`src/rtl/kyber_pkg.sv`:
```
// rtl/kyber_pkg.sv - Kyber arithmetic constants, coefficient type and mod-q helpers
// Optional macro BF_HALVE_EN adds the mod-q halving helper.
package kyber_pkg;

  localparam int KYBER_Q = 3329;
  localparam int COEF_W  = 12;
  localparam int KYBER_N = 256;

  typedef logic [COEF_W-1:0] coef_t;

  // q at one bit wider than a coefficient, for comparing raw sums/differences
  localparam logic [COEF_W:0] Q_WIDE = (COEF_W+1)'(KYBER_Q);
  localparam coef_t           Q_COEF = COEF_W'(KYBER_Q);

  // Map v in [0, 2q) to [0, q). When v >= q the true result is below 2^COEF_W,
  // so subtracting in COEF_W bits from the low bits gives the exact answer.
  function automatic coef_t cond_sub_q(input logic [COEF_W:0] v);
    coef_t res;
    if (v >= Q_WIDE) begin
      res = v[COEF_W-1:0] - Q_COEF;
    end else begin
      res = v[COEF_W-1:0];
    end
    return res;
  endfunction

`ifdef BF_HALVE_EN
  // (q + 1) / 2: for odd v, (v + q) >> 1 equals (v >> 1) + (q + 1) / 2
  localparam coef_t HALF_Q = COEF_W'((KYBER_Q + 1) / 2);

  // Multiply by 2^-1 mod q without a wide adder.
  function automatic coef_t halve_q(input coef_t v);
    coef_t res;
    res = {1'b0, v[COEF_W-1:1]} + (v[0] ? HALF_Q : '0);
    return res;
  endfunction
`endif

endpackage

```
`src/rtl/ntt_delay_line.sv`:
```
// rtl/ntt_delay_line.sv - en-gated WIDTH x DEPTH shift register with async active-low clear
module ntt_delay_line #(
  parameter int WIDTH = 13,
  parameter int DEPTH = 4
) (
  input  logic             clk_i,
  input  logic             rst_ni,
  input  logic             en_i,
  input  logic [WIDTH-1:0] d_i,
  output logic [WIDTH-1:0] q_o
);

  logic [WIDTH-1:0] mem_q [DEPTH];

  // Shift one slot per advancing cycle; clear wipes every slot so no stale beat survives reset
  always_ff @(posedge clk_i or negedge rst_ni) begin
    if (!rst_ni) begin
      for (int i = 0; i < DEPTH; i++) begin
        mem_q[i] <= '0;
      end
    end else if (en_i) begin
      mem_q[0] <= d_i;
      for (int i = 1; i < DEPTH; i++) begin
        mem_q[i] <= mem_q[i-1];
      end
    end
  end

  assign q_o = mem_q[DEPTH-1];

endmodule

```
`src/rtl/ntt_bf_addsub.sv`:
```
// rtl/ntt_bf_addsub.sv - Kyber NTT butterfly add/sub half: x=(a+t) mod q, y=(a-t) mod q
// Optional macro BF_HALVE_EN: halve both results mod q (inverse-NTT Gentleman-Sande use).
module ntt_bf_addsub
  import kyber_pkg::*;
#(
  parameter int RED_LAT = 4,
  parameter int N       = 256
) (
  input  logic        clk,
  input  logic        rst_n,
  input  logic        en,
  input  logic        in_valid,
  input  logic [11:0] a_in,
  input  logic [11:0] t_in,
  output logic        out_valid,
  output logic [11:0] x_out,
  output logic [11:0] y_out,
  output logic        out_last,
  output logic [7:0]  out_idx
);

  localparam logic [7:0] IDX_LAST = 8'(N - 1);

  // ---------------------------------------------------------------------------
  // Alignment: {in_valid, a_in} travels RED_LAT advancing cycles so it meets
  // the reducer output t_in belonging to the same beat.
  // ---------------------------------------------------------------------------
  logic [COEF_W:0] align_d;
  logic [COEF_W:0] align_q;
  logic            a_valid;
  coef_t           a_dly;

  assign align_d = {in_valid, a_in};

  ntt_delay_line #(
    .WIDTH(COEF_W + 1),
    .DEPTH(RED_LAT)
  ) u_align (
    .clk_i (clk),
    .rst_ni(rst_n),
    .en_i  (en),
    .d_i   (align_d),
    .q_o   (align_q)
  );

  assign {a_valid, a_dly} = align_q;

  // ---------------------------------------------------------------------------
  // Stage A: raw sum and q-biased difference, both in [0, 2q) for legal inputs
  // ---------------------------------------------------------------------------
  logic [COEF_W:0] s_d;
  logic [COEF_W:0] r_d;
  logic [COEF_W:0] s_q;
  logic [COEF_W:0] r_q;
  logic            va_q;

  // Biasing the difference by q keeps it non-negative, so one conditional subtract suffices later
  always_comb begin
    s_d = {1'b0, a_dly} + {1'b0, t_in};
    r_d = {1'b0, a_dly} + Q_WIDE - {1'b0, t_in};
  end

  // Stage A register; bubbles shift through with valid low
  always_ff @(posedge clk or negedge rst_n) begin
    if (!rst_n) begin
      s_q  <= '0;
      r_q  <= '0;
      va_q <= 1'b0;
    end else if (en) begin
      s_q  <= s_d;
      r_q  <= r_d;
      va_q <= a_valid;
    end
  end

  // ---------------------------------------------------------------------------
  // Stage B: reduce to [0, q), optionally halve, and index the beat
  // ---------------------------------------------------------------------------
  coef_t      x_d;
  coef_t      y_d;
  logic [7:0] cnt_d;
  logic       last_d;

  coef_t      x_q;
  coef_t      y_q;
  logic       valid_q;
  logic       last_q;
  logic [7:0] idx_q;
  logic [7:0] cnt_q;

  // Final reduction plus polynomial-position bookkeeping for the beat in stage A
  always_comb begin
`ifdef BF_HALVE_EN
    x_d = halve_q(cond_sub_q(s_q));
    y_d = halve_q(cond_sub_q(r_q));
`else
    x_d = cond_sub_q(s_q);
    y_d = cond_sub_q(r_q);
`endif
    last_d = va_q && (cnt_q == IDX_LAST);
    cnt_d  = (cnt_q == IDX_LAST) ? 8'd0 : cnt_q + 8'd1;
  end

  // Output register: results and index only move on valid beats, so bubbles leave them held
  always_ff @(posedge clk or negedge rst_n) begin
    if (!rst_n) begin
      valid_q <= 1'b0;
      last_q  <= 1'b0;
      x_q     <= '0;
      y_q     <= '0;
      idx_q   <= '0;
      cnt_q   <= '0;
    end else if (en) begin
      valid_q <= va_q;
      last_q  <= last_d;
      if (va_q) begin
        x_q   <= x_d;
        y_q   <= y_d;
        idx_q <= cnt_q;
        cnt_q <= cnt_d;
      end
    end
  end

  assign out_valid = valid_q;
  assign out_last  = last_q;
  assign x_out     = x_q;
  assign y_out     = y_q;
  assign out_idx   = idx_q;

endmodule

```
`config.mk`:
```
export PLATFORM = sky130hd
export DESIGN_NAME = ntt_bf_addsub
export DESIGN_NICKNAME = d
export VERILOG_FILES = /design/src/rtl/kyber_pkg.sv /design/src/rtl/ntt_delay_line.sv /design/src/rtl/ntt_bf_addsub.sv
export SDC_FILE = /design/constraint.sdc
export NUM_CORES = 1
export LEC_CHECK = 0
export CORE_UTILIZATION = 45
export DETAILED_ROUTE_END_ITERATION = 10
export PLACE_DENSITY = 0.71
export SLEW_MARGIN = 10
export SYNTH_ARGS = -nofsm -noshare
export SYNTH_HDL_FRONTEND = slang
export SYNTH_SLANG_ARGS = --single-unit
```
`constraint.sdc`:
```
create_clock -name clk -period 3 [get_ports clk]
set_input_delay 0.3 -clock clk [delete_from_list [all_inputs] [get_ports clk]]
set_output_delay 0.3 -clock clk [all_outputs]
set_load 0.03 [all_outputs]
```
-- After elaboration in Yosys (flattened, before gate mapping)
Cells that the tools add are included.
W data, S select, Z words.
- reduce and logical (&&, ||, !) cells: 2
- equality and inequality tests: 1
- $add $sub $neg: 6
- multiplexer cells: 3
- $lt $le $gt $ge: 2
- operators with widths (cell ; count):
    $ge A13 B12 Y1 const B ; 2
    $mux W12 ; 2
    $sub A12 B12 Y12 const B ; 2
    $add A12 B12 Y13 ; 1
    $add A12 B12 Y13 const B ; 1
    $sub A13 B12 Y13 ; 1
    $add A8 B1 Y8 const B ; 1
    $eq A8 B8 Y1 const B ; 1
    $mux W8 ; 1
    $reduce_and A2 Y1 ; 1
    $logic_and A1 B1 Y1 ; 1
- register bits: 121
- logic and storage cells: 27

-- Longest topological paths before layout
- depth after elaboration: 2
- gate-level depth with buffers: 11
- gate-level depth less buffers: 11

-- Cells and area by module
Synthesis repeated with hierarchy kept, for this count alone.
- cell total of the unflattened synthesis: 595
- area, all modules: 6632.6 um^2
- modules (own cells, without submodules) (module ; cells each ; area an instance (um^2) ; times used ; seq. area each (um^2)):
    ntt_bf_addsub ; 472 ; 4349.2 ; 1 ; 1726.7
    ntt_delay_line ; 123 ; 2283.4 ; 1 ; 1301.2

-- Worst setup path before layout
Ideal clock, no wire load.
- path type: register to register
- start point: reg u_align.mem_q, in the netlist u_align.q_o[1]
- end point: reg r_q[11]
- data required time: 2.864 ns
- path slack: 0.439 ns
- setup time: 0.136 ns
- stages on the path, launching flop included: 12
- arrival: 2.424 ns
- path through: dfrtp_1 -> inv_1 -> ha_1 -> inv_1 -> ha_1 -> inv_1 -> fa_1 -> nor2b_1 -> o211ai_1 -> a21boi_0 -> nor3_1 -> or3b_2
- word-level cells in the longest chain between the ends: 2
- ends and longest elaborated chain (what ; line ; source):
    start, declared ; ntt_delay_line.sv:13 ; logic [WIDTH-1:0] mem_q [DEPTH];
    start signal, assigned by index ; ntt_delay_line.sv:24 ; mem_q[i] <= mem_q[i-1];
    $add A12 B12 Y13 ; ntt_bf_addsub.sv:60 ; r_d = {1'b0, a_dly} + Q_WIDE - {1'b0, t_in};
    $sub A13 B12 Y13 ; ntt_bf_addsub.sv:60 ;
    end signal, assigned ; ntt_bf_addsub.sv:71 ; r_q <= r_d;
    end, declared ; ntt_bf_addsub.sv:54 ; logic [COEF_W:0] r_q;
No other way between the ends.
A chain may end at the register's enable or synchronous reset.

-- Final worst setup path
Same ends and word-level chain as after synthesis.

==> metrics.yaml <==
crit_family: "adder cells"
startpoint_type: "register"
cap_violations: 0
hpwl_um: 9380
cp_max_fo: 3
die_w_um: 122
ys_warn_count: 0
synth_nets: 675
final-hold-violation-count: 0
gr-total-overflow: 0
crit_type: "register to register"
track_usage: 0.193
worst_slew_pin_slew_ps: 718
setup_slack_ps: 303
synthTopCellsByArea: "dfrtp_1 (47%), mux2_2 (11%), ha_1 (7.7%)"
crit_chain: "inv_1 > ha_1 > inv_1 > ha_1 > inv_1 > fa_1 > nor2b_1 > o211ai_1 > a21boi_0 > nor3_1 > or3b_2"
antenna_found_initial: 0
port_buffers: 61
route.antenna.remaining_nets: 0
cts-resized-gates: 0
end_kind: "register"
synth_area_um2: 6480
p_int_w: 0.00460
ys_types: 61
placed_cell_area_um2: 7300
via_count: 4672
io_pins: 62
pwr-share-comb: 0.378
dp.cells: 831
clk_transition_reported_paths_ps: 60
core_area_um2: 14000
final_nets: 741
slowest_stage: "or3b_2"
clk_latency_ps: 410
p_clk_frac: 0.261
syn-mean-instance-area_um2: 10.7
multi_input_area_um2: 3210
max-vdd-ir-drop_mv: 0.484
pre_cts_slack_ps: -11.8
fillCellCount: 1225
syn-instance-count: 605
drc_errors: 0
p_seq_frac: 0.361
p_total_w: 0.00726
gp_congestion: 0.864
dr.pass1.iters: 5
die_area_um2: 14900
yosys.area.top_type: "dfrtp_1"
hold_path_class: "primary input to register"
use_met3: 0.0482
synthToLayoutAreaGrowth_pct: 21.5
powerDensity_nw_per_um2: 922
timing.fmax_mhz: 371
ys.flop_type: "dfrtp_1"
vias_per_cell: 5.41
sw_frac_of_total: 0.365
arrival_ps: 2980
synth.most_common_cell: "dfrtp_1"
gr-usage-met2: 0.302
period_needed_ps: 2700
die_y_um: 122
crit_buf_inv: 3
status: "finished clean"
design_area_um2: 7870
grtUsageMet1: 0.261
clockBufferDepth: 2
grt_pass1_wl_um: 22300
finClkSkew_ps: 9.94
fin_cells: 864
ff_latch_area_um2: 3030
cp.required_ps: 3280
cts_buffers: 17
fin_crit_sh: 0.899
rsz0062_at_grt: "false"
cts_tree: "built"
wirelength_um: 12900
slew_headroom: 0.517
yosysSeqAreaShare: 0.467
cts_root_buffer: "clkbuf_16"
busiest_layer: "met2"
layout-drive-gt1-share: 0.178
setup-violations-final: 0
cpMostUsedCell: "inv_1"
num_antenna_cells: 0
maxSlewViolCount: 0
first_iter_violations: 213
synth_top_area_frac: 0.467
initial_core_util: 0.463
cts-htree-levels: 4
grt_pass1_vias: 4612
synth_edf_count: 0
fin_hold_ws_ps: 406
cts_sinks: 121
p_leak_nw: 3.45
grt_max_degree: 70
ys_seq_elements: 121
synth_top_cells_by_count: "dfrtp_1 (121), mux2_2 (66), nand2_1 (46)"
avgRoutedWirePerCell_um: 14.9
fp-row-count: 43
async_flop_share: 1.00
cpPeakStageDelay_ps: 450
power_switching_w: 0.00265
## what timing repair did
item / in CTS / in global routing
setup buffers: 0 / 0
hold buffers: 1 / 0
hold endpoints to repair: 52 / 0
## state kept, by name (all words and copies together) (netlist names)
| name | flops |
|---|---|
| cnt_q | 8 |
| out_idx | 8 |
| out_last | 1 |
| out_valid | 1 |
| r_q | 13 |
| s_q | 13 |
| u_align.mem_q | 39 |
| u_align.q_o | 13 |
| va_q | 1 |
| x_out | 12 |
| y_out | 12 |
## worst register-to-register path, stage by stage, from the launching register on
cell	delay, ps
dfrtp_1	390
inv_1	80
ha_1	290
inv_1	70
ha_1	170
inv_1	60
fa_1	400
nor2b_1	180
o211ai_1	110
a21boi_0	290
nor3_1	100
or3b_2	450
## cells in the final DEF, fill, tap and decap left out, types with 5 or more instances in the layout
cell / synthesis / layout
dfrtp_1: 121 / 121
mux2_2: 66 / 66
clkdlybuf4s50_1: 0 / 59
nand2_1: 46 / 46
o21ai_0: 45 / 45
inv_1: 40 / 40
ha_1: 40 / 40
nor2_1: 30 / 30
xnor2_1: 19 / 19
a21oi_1: 18 / 18
clkbuf_16: 0 / 17
xor2_1: 14 / 14
a21o_1: 11 / 11
nand3_1: 11 / 11
a31oi_1: 11 / 11
nor3_1: 10 / 10
buf_4: 0 / 10
nor2b_1: 6 / 6
o21a_1: 6 / 6
or3_1: 6 / 6
clkinv_2: 0 / 6
o2111ai_1: 5 / 5
nand4_1: 5 / 5
o211ai_1: 5 / 5
## worst paths after layout
path | startpoint | end | slack [ps] | depth (start not counted)
setup / recovery | u_align.q_o[1]$_DFFE_PN0P_ | r_q[11]$_DFFE_PN0P_ | 300 | 11
hold / removal | en | u_align.q_o[1]$_DFFE_PN0P_ | 410 | 3
setup reg to reg | u_align.q_o[1]$_DFFE_PN0P_ | r_q[11]$_DFFE_PN0P_ | 300 | 11
hold reg to reg | u_align.mem_q[14]$_DFFE_PN0P_ | u_align.q_o[1]$_DFFE_PN0P_ | 480 | 2
max in group asynchronous | rst_n | u_align.q_o[7]$_DFFE_PN0P_ | 1720 | 3
min in group asynchronous | rst_n | y_out[3]$_DFFE_PN0P_ | 480 | 2
## routing by layer
layer / up-vias / part of all wire / routed length [um]
li1: 2287 / - / -
met1: 2253 / 0.48 / 6150
met2: 117 / 0.47 / 5990
met3: 15 / 0.046 / 586
met4: 0 / 0.010 / 135
met5: - / 0 / 0
## power groups by stage
stage,sequential (W),clock [W],combinational [W]
finish,0.00262,0.00189,0.00274
global route,0.00270,0.00200,0.00304
CTS,0.00262,0.00194,0.00276
detailed placement,0.00264,0,0.00274
global placement,0.00260,0,0.00268
floorplan,0.00286,0,0.00157
## per-stage QoR
stage | TNS, ps | utilization
2_1_floorplan | 0 | -
3_3_place_gp | 0 | 0.522
3_5_place_dp | -11.8 | 0.522
4_1_cts | 0 | 0.563
5_1_grt | 0 | 0.563
6_report | 0 | 0.563
## layout make-up
class | count | area share
multi-input combinational | 419 | 0.408
sequential | 121 | 0.385
timing repair buffer | 71 | 0.0884
clock buffer | 24 | 0.0625
tap | 180 | 0.0286
inverter | 41 | 0.0195
clock inverter | 8 | 0.00874
## logic make-up after synthesis
group / Yosys count / synth area share
and+or+nand+nor: 138 / 0.105
buffers and inverters: 65 / 0.0376
adders and majority gates: 42 / 0.0834
DFF: 121 / 0.467
muxes: 70 / 0.121
AOI/OAI and AO/OA: 136 / 0.141
xor gates and xnor gates: 33 / 0.0446
(Power assumes the default switching activity.)
